===== config.mk =====
export PLATFORM = sky130hd
export DESIGN_NAME = tap_edge_counter
export DESIGN_NICKNAME = d
export VERILOG_FILES = /design/src/rtl/tap_edge_counter.sv
export SDC_FILE = /design/constraint.sdc
export NUM_CORES = 1
export LEC_CHECK = 0
export CORE_AREA = 2 2 39 41
export CTS_CLUSTER_DIAMETER = 50
export DETAILED_ROUTE_END_ITERATION = 10
export DIE_AREA = 0 0 41 43
export GPL_ROUTABILITY_DRIVEN = 0
export GPL_TIMING_DRIVEN = 0
export MAX_ROUTING_LAYER = met4
export PLACE_DENSITY = 0.7
export RECOVER_POWER = 50
export SLEW_MARGIN = 20
export SYNTH_ARGS = -nofsm -noshare
export SYNTH_HDL_FRONTEND = slang
export SYNTH_SLANG_ARGS = --single-unit

===== constraint.sdc =====
create_clock -name clk -period 2.5 [get_ports clk]
set_input_delay 0.5 -clock clk [delete_from_list [all_inputs] [get_ports clk]]
set_output_delay 0.5 -clock clk [all_outputs]
set_load 0.005 [all_outputs]

===== src/rtl/tap_edge_counter.sv =====
// tap_edge_counter: rising-edge counter for one divider tap with tolerance check against its ideal count
// clk/reset: clock and sync active-high reset; i_start clears the count; i_meas enables counting;
// i_eval latches o_ok into o_pass; i_tap is the tap; o_cnt is the held/live count
module tap_edge_counter #(
  parameter int CNT_W = 6,
  parameter int EXP = 1,
  parameter int TOL = 1
) (
  input  logic             clk,
  input  logic             reset,
  input  logic             i_start,
  input  logic             i_meas,
  input  logic             i_eval,
  input  logic             i_tap,
  output logic [CNT_W-1:0] o_cnt,
  output logic             o_ok,
  output logic             o_pass
);
  logic r_tap_q;
  logic r_pass;
  logic [CNT_W-1:0] r_cnt;
  logic w_rise;
  logic [CNT_W:0] w_cnt_x;
  logic [CNT_W:0] w_exp;
  logic [CNT_W:0] w_diff;
  assign w_rise = i_tap & ~r_tap_q;
  assign w_cnt_x = {1'b0, r_cnt};
  assign w_exp = (CNT_W + 1)'(EXP);
  // extra bit keeps the absolute difference exact without signed arithmetic
  assign w_diff = w_cnt_x >= w_exp ? w_cnt_x - w_exp : w_exp - w_cnt_x;
  assign o_ok = w_diff <= (CNT_W + 1)'(TOL);
  assign o_cnt = r_cnt;
  assign o_pass = r_pass;
  always_ff @(posedge clk) begin
    if (reset) begin
      r_tap_q <= 1'b0;
      r_cnt <= '0;
      r_pass <= 1'b0;
    end else begin
      r_tap_q <= i_tap;
      r_cnt <= i_start ? '0 : (i_meas && w_rise && !(&r_cnt)) ? r_cnt + CNT_W'(1) : r_cnt;
      r_pass <= i_eval ? o_ok : r_pass;
    end
  end
endmodule


==> out/results.ini, run 1 <==
[layout]
antenna_cells = 0
final_util_pct = 50.8
design_area_um2 = 703
nets = 89
final_cell_mix = clkdlybuf4s50_1, ha_1, dfxtp_1
final_cells = 91
area_growth_pct = 36.4
final_common_cell = clkdlybuf4s50_1
drive_gt1_share_pct = 21.3

[critical_path]
r2r_cells = 7
arrival_ns = 1.88
cp-start-kind = flop
cp.required_ns = 2.00
end_kind = output port
crit_fanout = 2
worstSetupPathType = reg -> out

[yosys]
synth-seq-cells = 8
ys_seq_area_share_pct = 31.1
synth_nets = 69
synth_flop_cell = dfxtp_1
postSynthCellCount = 57
ys_types = 31
syn_area_um2 = 515
avgSynthCellArea_um2 = 9.04
yosysWarnings = 0
synth_edf_count = 0
async_flop_share_pct = 0

[clock_network]
root_buffer = clkbuf_4
clkSinkCount = 8
clockBufferDepth = 2
clk_pin_slew_worst_paths_ns = 0.06
htreeDepth = 1
cts_buffers = 3
cts_tree = built
insertion_delay_ns = 0.26

[place]
placed_cells = 86
port_buffers = 13
dp_hpwl_um = 752
placed_cell_area_um2 = 666

[sta]
finalHoldViolCount = 0
setup_viol = 0
max_clock_freq_ghz = 0.420
maxSlewViolCount = 0
rsz0062_at_grt = no
slew-limit-headroom_pct = 80.1
fin_crit_ns = 2.38
worst_slew_pin_slew_ns = 0.298
worst_clock_skew_ns = 0.00310
tns_ns = 0
post-route-period-util_pct = 95.1

[global_routing]
grt_max_degree = 9
antenna_found_initial = 0
grt_overflow = 0
track_usage_pct = 15.2
first_global_vias = 443
grt_pass1_wl_um = 1750

[power_and_ir_drop]
power.density_nw_per_um2 = 377
p_leak_uw = 0.000274
peakVddDrop_mv = 0.181
p_total_uw = 265

[worst_hold_path]
holdPathStages = 2
hold_class = reg -> reg

[floorplanning]
fp.coreArea_um2 = 1380
initial_core_util_pct = 37.3
row_count = 14
die-width_um = 41
io_pins = 14
die_h_um = 43
die_area_um2 = 1760

[job]
maxCapViolCount = 0

[drt]
ant_nets = 0
drtPass1Iterations = 4
vias = 461
drcViolationCount = 0
wl_per_cell_um = 11.0
drt_iter0_drc = 10
wl_um = 1000
via_per_inst = 5.07

[status]
outcome = complete, no violations

==> where the power goes <==
part,switching (µW),internal (µW)
registers,2.30,129
clock network,47.1,55.2
logic,11.5,19.3
==> timing repair <==
action / 4_1_cts / 5_1_grt
pin swaps: 2 / 2
hold buffers: 0 / 0
endpoints found under the setup margin: 1 / 1
resized for setup: 8 / 0
setup buffers: 2 / 0
gates cloned: 0 / 0
==> worst max-delay path, stage by stage (launching register included) <==
cell,delay (ns)
dfxtp_2,0.33
buf_6,0.09
inv_1,0.04
ha_1,0.26
or4bb_1,0.49
nor2_2,0.11
a31oi_1,0.07
nor3_2,0.11
buf_2,0.12
==> synth_stat cells, types with 2 or more instances <==
cell type	number	area share, %
nand3_1	3	2.9
nor3_1	2	1.9
nor2_1	5	3.6
inv_1	4	2.9
ha_1	6	15
a31oi_1	2	2.4
xnor2_1	3	5.1
nand2_1	2	1.5
dfxtp_1	8	31
==> cell families after synthesis <==
| group | Yosys count | share of synthesized area (%) |
|---|---|---|
| AOI/OAI and AO/OA | 10 | 13.4 |
| DFF | 8 | 31.1 |
| muxes | 1 | 1.94 |
| and+or+nand+nor | 23 | 28.2 |
| buffers and inverters | 6 | 5.82 |
| adders and majority gates | 6 | 14.6 |
| xor gates and xnor gates | 3 | 5.10 |
==> per-layer routing <==
layer  up-vias  global-route usage, %  share of wire [%]
li1        239                      -                  -
met1       204                   20.0                 47
met2        15                   20.3                 45
met3         3                   4.71                6.2
met4         0                   8.00                2.2
met5         -                      -                  0
==> path summary, 6_finish.rpt <==
kind,from,slack (ns),end
worst max register to register,o_cnt[2]$_SDFFE_PP0P_,0.91,o_pass$_SDFFE_PP0P_
worst min register to register,o_pass$_SDFFE_PP0P_,0.46,o_pass$_SDFFE_PP0P_
worst max-delay path,o_cnt[2]$_SDFFE_PP0P_,0.12,o_ok
worst min-delay path,o_pass$_SDFFE_PP0P_,0.46,o_pass$_SDFFE_PP0P_
==> sequential cells by signal (all words and copies together), names as in the netlist <==
| name | flops |
|---|---|
| o_pass | 1 |
| r_tap_q | 1 |
| o_cnt | 6 |
==> layout make-up <==
cell class                      count  area, µm²
Buffer                              2       15.0
Clock buffer                        3       22.5
Fill cell                         148        681
Inverter                            4       15.0
Multi-Input combinational cell     43        325
Sequential cell                     8        165
Tap cell                           16       20.0
Timing Repair Buffer               15        140
==> metrics by stage <==
stage | hold WS (ns) | setup WS, ns
floorplan | 0.453 | 0.427
global placement | 0.449 | -0.125
detailed placement | 0.462 | -0.151
CTS | 0.470 | 0.0212
global route | 0.480 | 0.0182
finish | 0.460 | 0.122
Note: power is estimated with default switching activity, not from simulation.
==> inputs of run 2 (changes only) <==
--- a/config.mk
+++ b/config.mk
@@ -11,9 +11,9 @@
 export DIE_AREA = 0 0 41 43
 export GPL_ROUTABILITY_DRIVEN = 0
 export GPL_TIMING_DRIVEN = 0
-export MAX_ROUTING_LAYER = met4
 export PLACE_DENSITY = 0.7
 export RECOVER_POWER = 50
+export SETUP_SLACK_MARGIN = 0.4
 export SLEW_MARGIN = 20
 export SYNTH_ARGS = -nofsm -noshare
 export SYNTH_HDL_FRONTEND = slang
==> out/results.ini, run 2 (synthesis gave the netlist of run 1 again) <==
[layout]
drive_gt1_share_pct = 27.3
area_growth_pct = 43.4
final_cell_mix = clkdlybuf4s50_1, dfxtp_1, nor2_1, ha_1, buf_4
final_common_cell = clkdlybuf4s50_1
largest_reg_flops = 6
nets = 91
final_cells = 93
antenna_cells = 0

[critical_path]
path_buf_inv = 3
worstSetupPathType = reg -> out
rrSetupSlack_ns = 0.84
critPathTopFamily = simple AND/OR/NAND/NOR gates
arrival_ns = 1.82
cp-start-kind = flop
cp_cell_sequence = buf_6 -> inv_4 -> ha_4 -> or4bb_1 -> nor2_2 -> a31oi_2 -> nor3_2 -> buf_2
end_kind = output port
crit_fanout = 2
slowest_stage = or4bb_1
cp.required_ns = 2.00
slowest_delay_ns = 0.48

[place]
dp_hpwl_um = 752
placed_cells = 86
port_buffers = 13

[sta]
rsz0062_at_grt = yes
maxSlewViolCount = 0
worst_clock_skew_ns = 0.00483
worst_slew_pin_slew_ns = 0.249
setup_viol = 0
finalHoldViolCount = 0
slew-limit-headroom_pct = 83.4
max_clock_freq_ghz = 0.430
post-route-period-util_pct = 93.0
fin_crit_ns = 2.32
tns_ns = 0

[status]
outcome = complete, no violations

[global_routing]
first_global_vias = 450
track_usage_pct = 15.1
antenna_found_initial = 0
grt_pass1_wl_um = 1780
grt_overflow = 0
grt_max_degree = 9

[floorplanning]
initial_core_util_pct = 37.3
fp.coreArea_um2 = 1380
io_pins = 14
die_area_um2 = 1760
die-width_um = 41
row_count = 14
die_h_um = 43

[drt]
ant_nets = 0
wl_per_cell_um = 11.2
vias = 471
via_per_inst = 5.06
drt_iter0_drc = 6
drcViolationCount = 0
wl_um = 1040
drtPass1Iterations = 2

[clock_network]
clkSinkCount = 8
cts_tree = built
clockBufferDepth = 2
htreeDepth = 1
insertion_delay_ns = 0.26
hold_buffers = 0
cts_buffers = 3
clk_pin_slew_worst_paths_ns = 0.06
root_buffer = clkbuf_4

[power_and_ir_drop]
power.density_nw_per_um2 = 362
peakVddDrop_mv = 0.182
p_leak_uw = 0.000284

[worst_hold_path]
hold_class = reg -> reg

[job]
maxCapViolCount = 0

-- run 2: cell count changes in the layout (fill, tap and decap cells not counted), sizes merged --
cell / before / now
dlygate4sd3: 4 / 3
clkdlybuf4s50: 8 / 9
buf: 4 / 6
-- run 2: layout make-up --
cell class | instances | area (µm²)
Multi-Input combinational cell | 43 | 344
Tap cell | 16 | 20.0
Timing Repair Buffer | 17 | 155
Clock buffer | 3 | 22.5
Fill cell | 144 | 644
Sequential cell | 8 | 165
Buffer | 2 | 15.0
Inverter | 4 | 17.5
-- run 2: routing by layer --
metal  wire length (µm)  share of wire, %  GRT usage (%)
met5                  0                 0              0
met4                 18               1.7           8.00
met3                 56               5.4           4.71
met2                477                46           21.3
met1                486                47           19.7
-- run 2: worst min-delay path: stages, from the launching register on --
cell	delay (ns)
dfxtp_1	0.31
nand2_1	0.07
o21ai_2	0.05
-- run 2: path summary, 6_finish.rpt --
path | from | endpoint | cells after the start
worst max-delay path | o_cnt[2]$_SDFFE_PP0P_ | o_ok | 8
worst min-delay path | o_pass$_SDFFE_PP0P_ | o_pass$_SDFFE_PP0P_ | 2
worst max register to register | o_cnt[2]$_SDFFE_PP0P_ | o_pass$_SDFFE_PP0P_ | 8
worst min register to register | o_pass$_SDFFE_PP0P_ | o_pass$_SDFFE_PP0P_ | 2
-- run 2: report_power, final --
| part | switching, µW | internal, µW |
|---|---|---|
| Sequential | 2.16 | 130 |
| Clock | 47.1 | 55.2 |
| Combinational | 12.6 | 21.3 |
| Total | 61.8 | 206 |
-- run 2: what timing repair did --
item                                   CTS  global route
endpoints found under the hold margin    0             0
gates resized for setup                 12             1
setup buffers                            3             1
pin swaps                                4             4
setup endpoints to repair                1             1
-- run 2: stage by stage --
stage	setup WS, ns	utilization (%)	hold slack [ns]	area (µm²)	total power (µW)
finish	0.176	53.4	0.461	739	268
global route	0.0782	53.4	0.480	739	281
CTS	0.103	52.9	0.470	732	273
detailed placement	-0.151	48.1	0.462	666	169
global placement	-0.125	48.1	0.449	666	169
floorplan	0.427	-	0.453	515	152
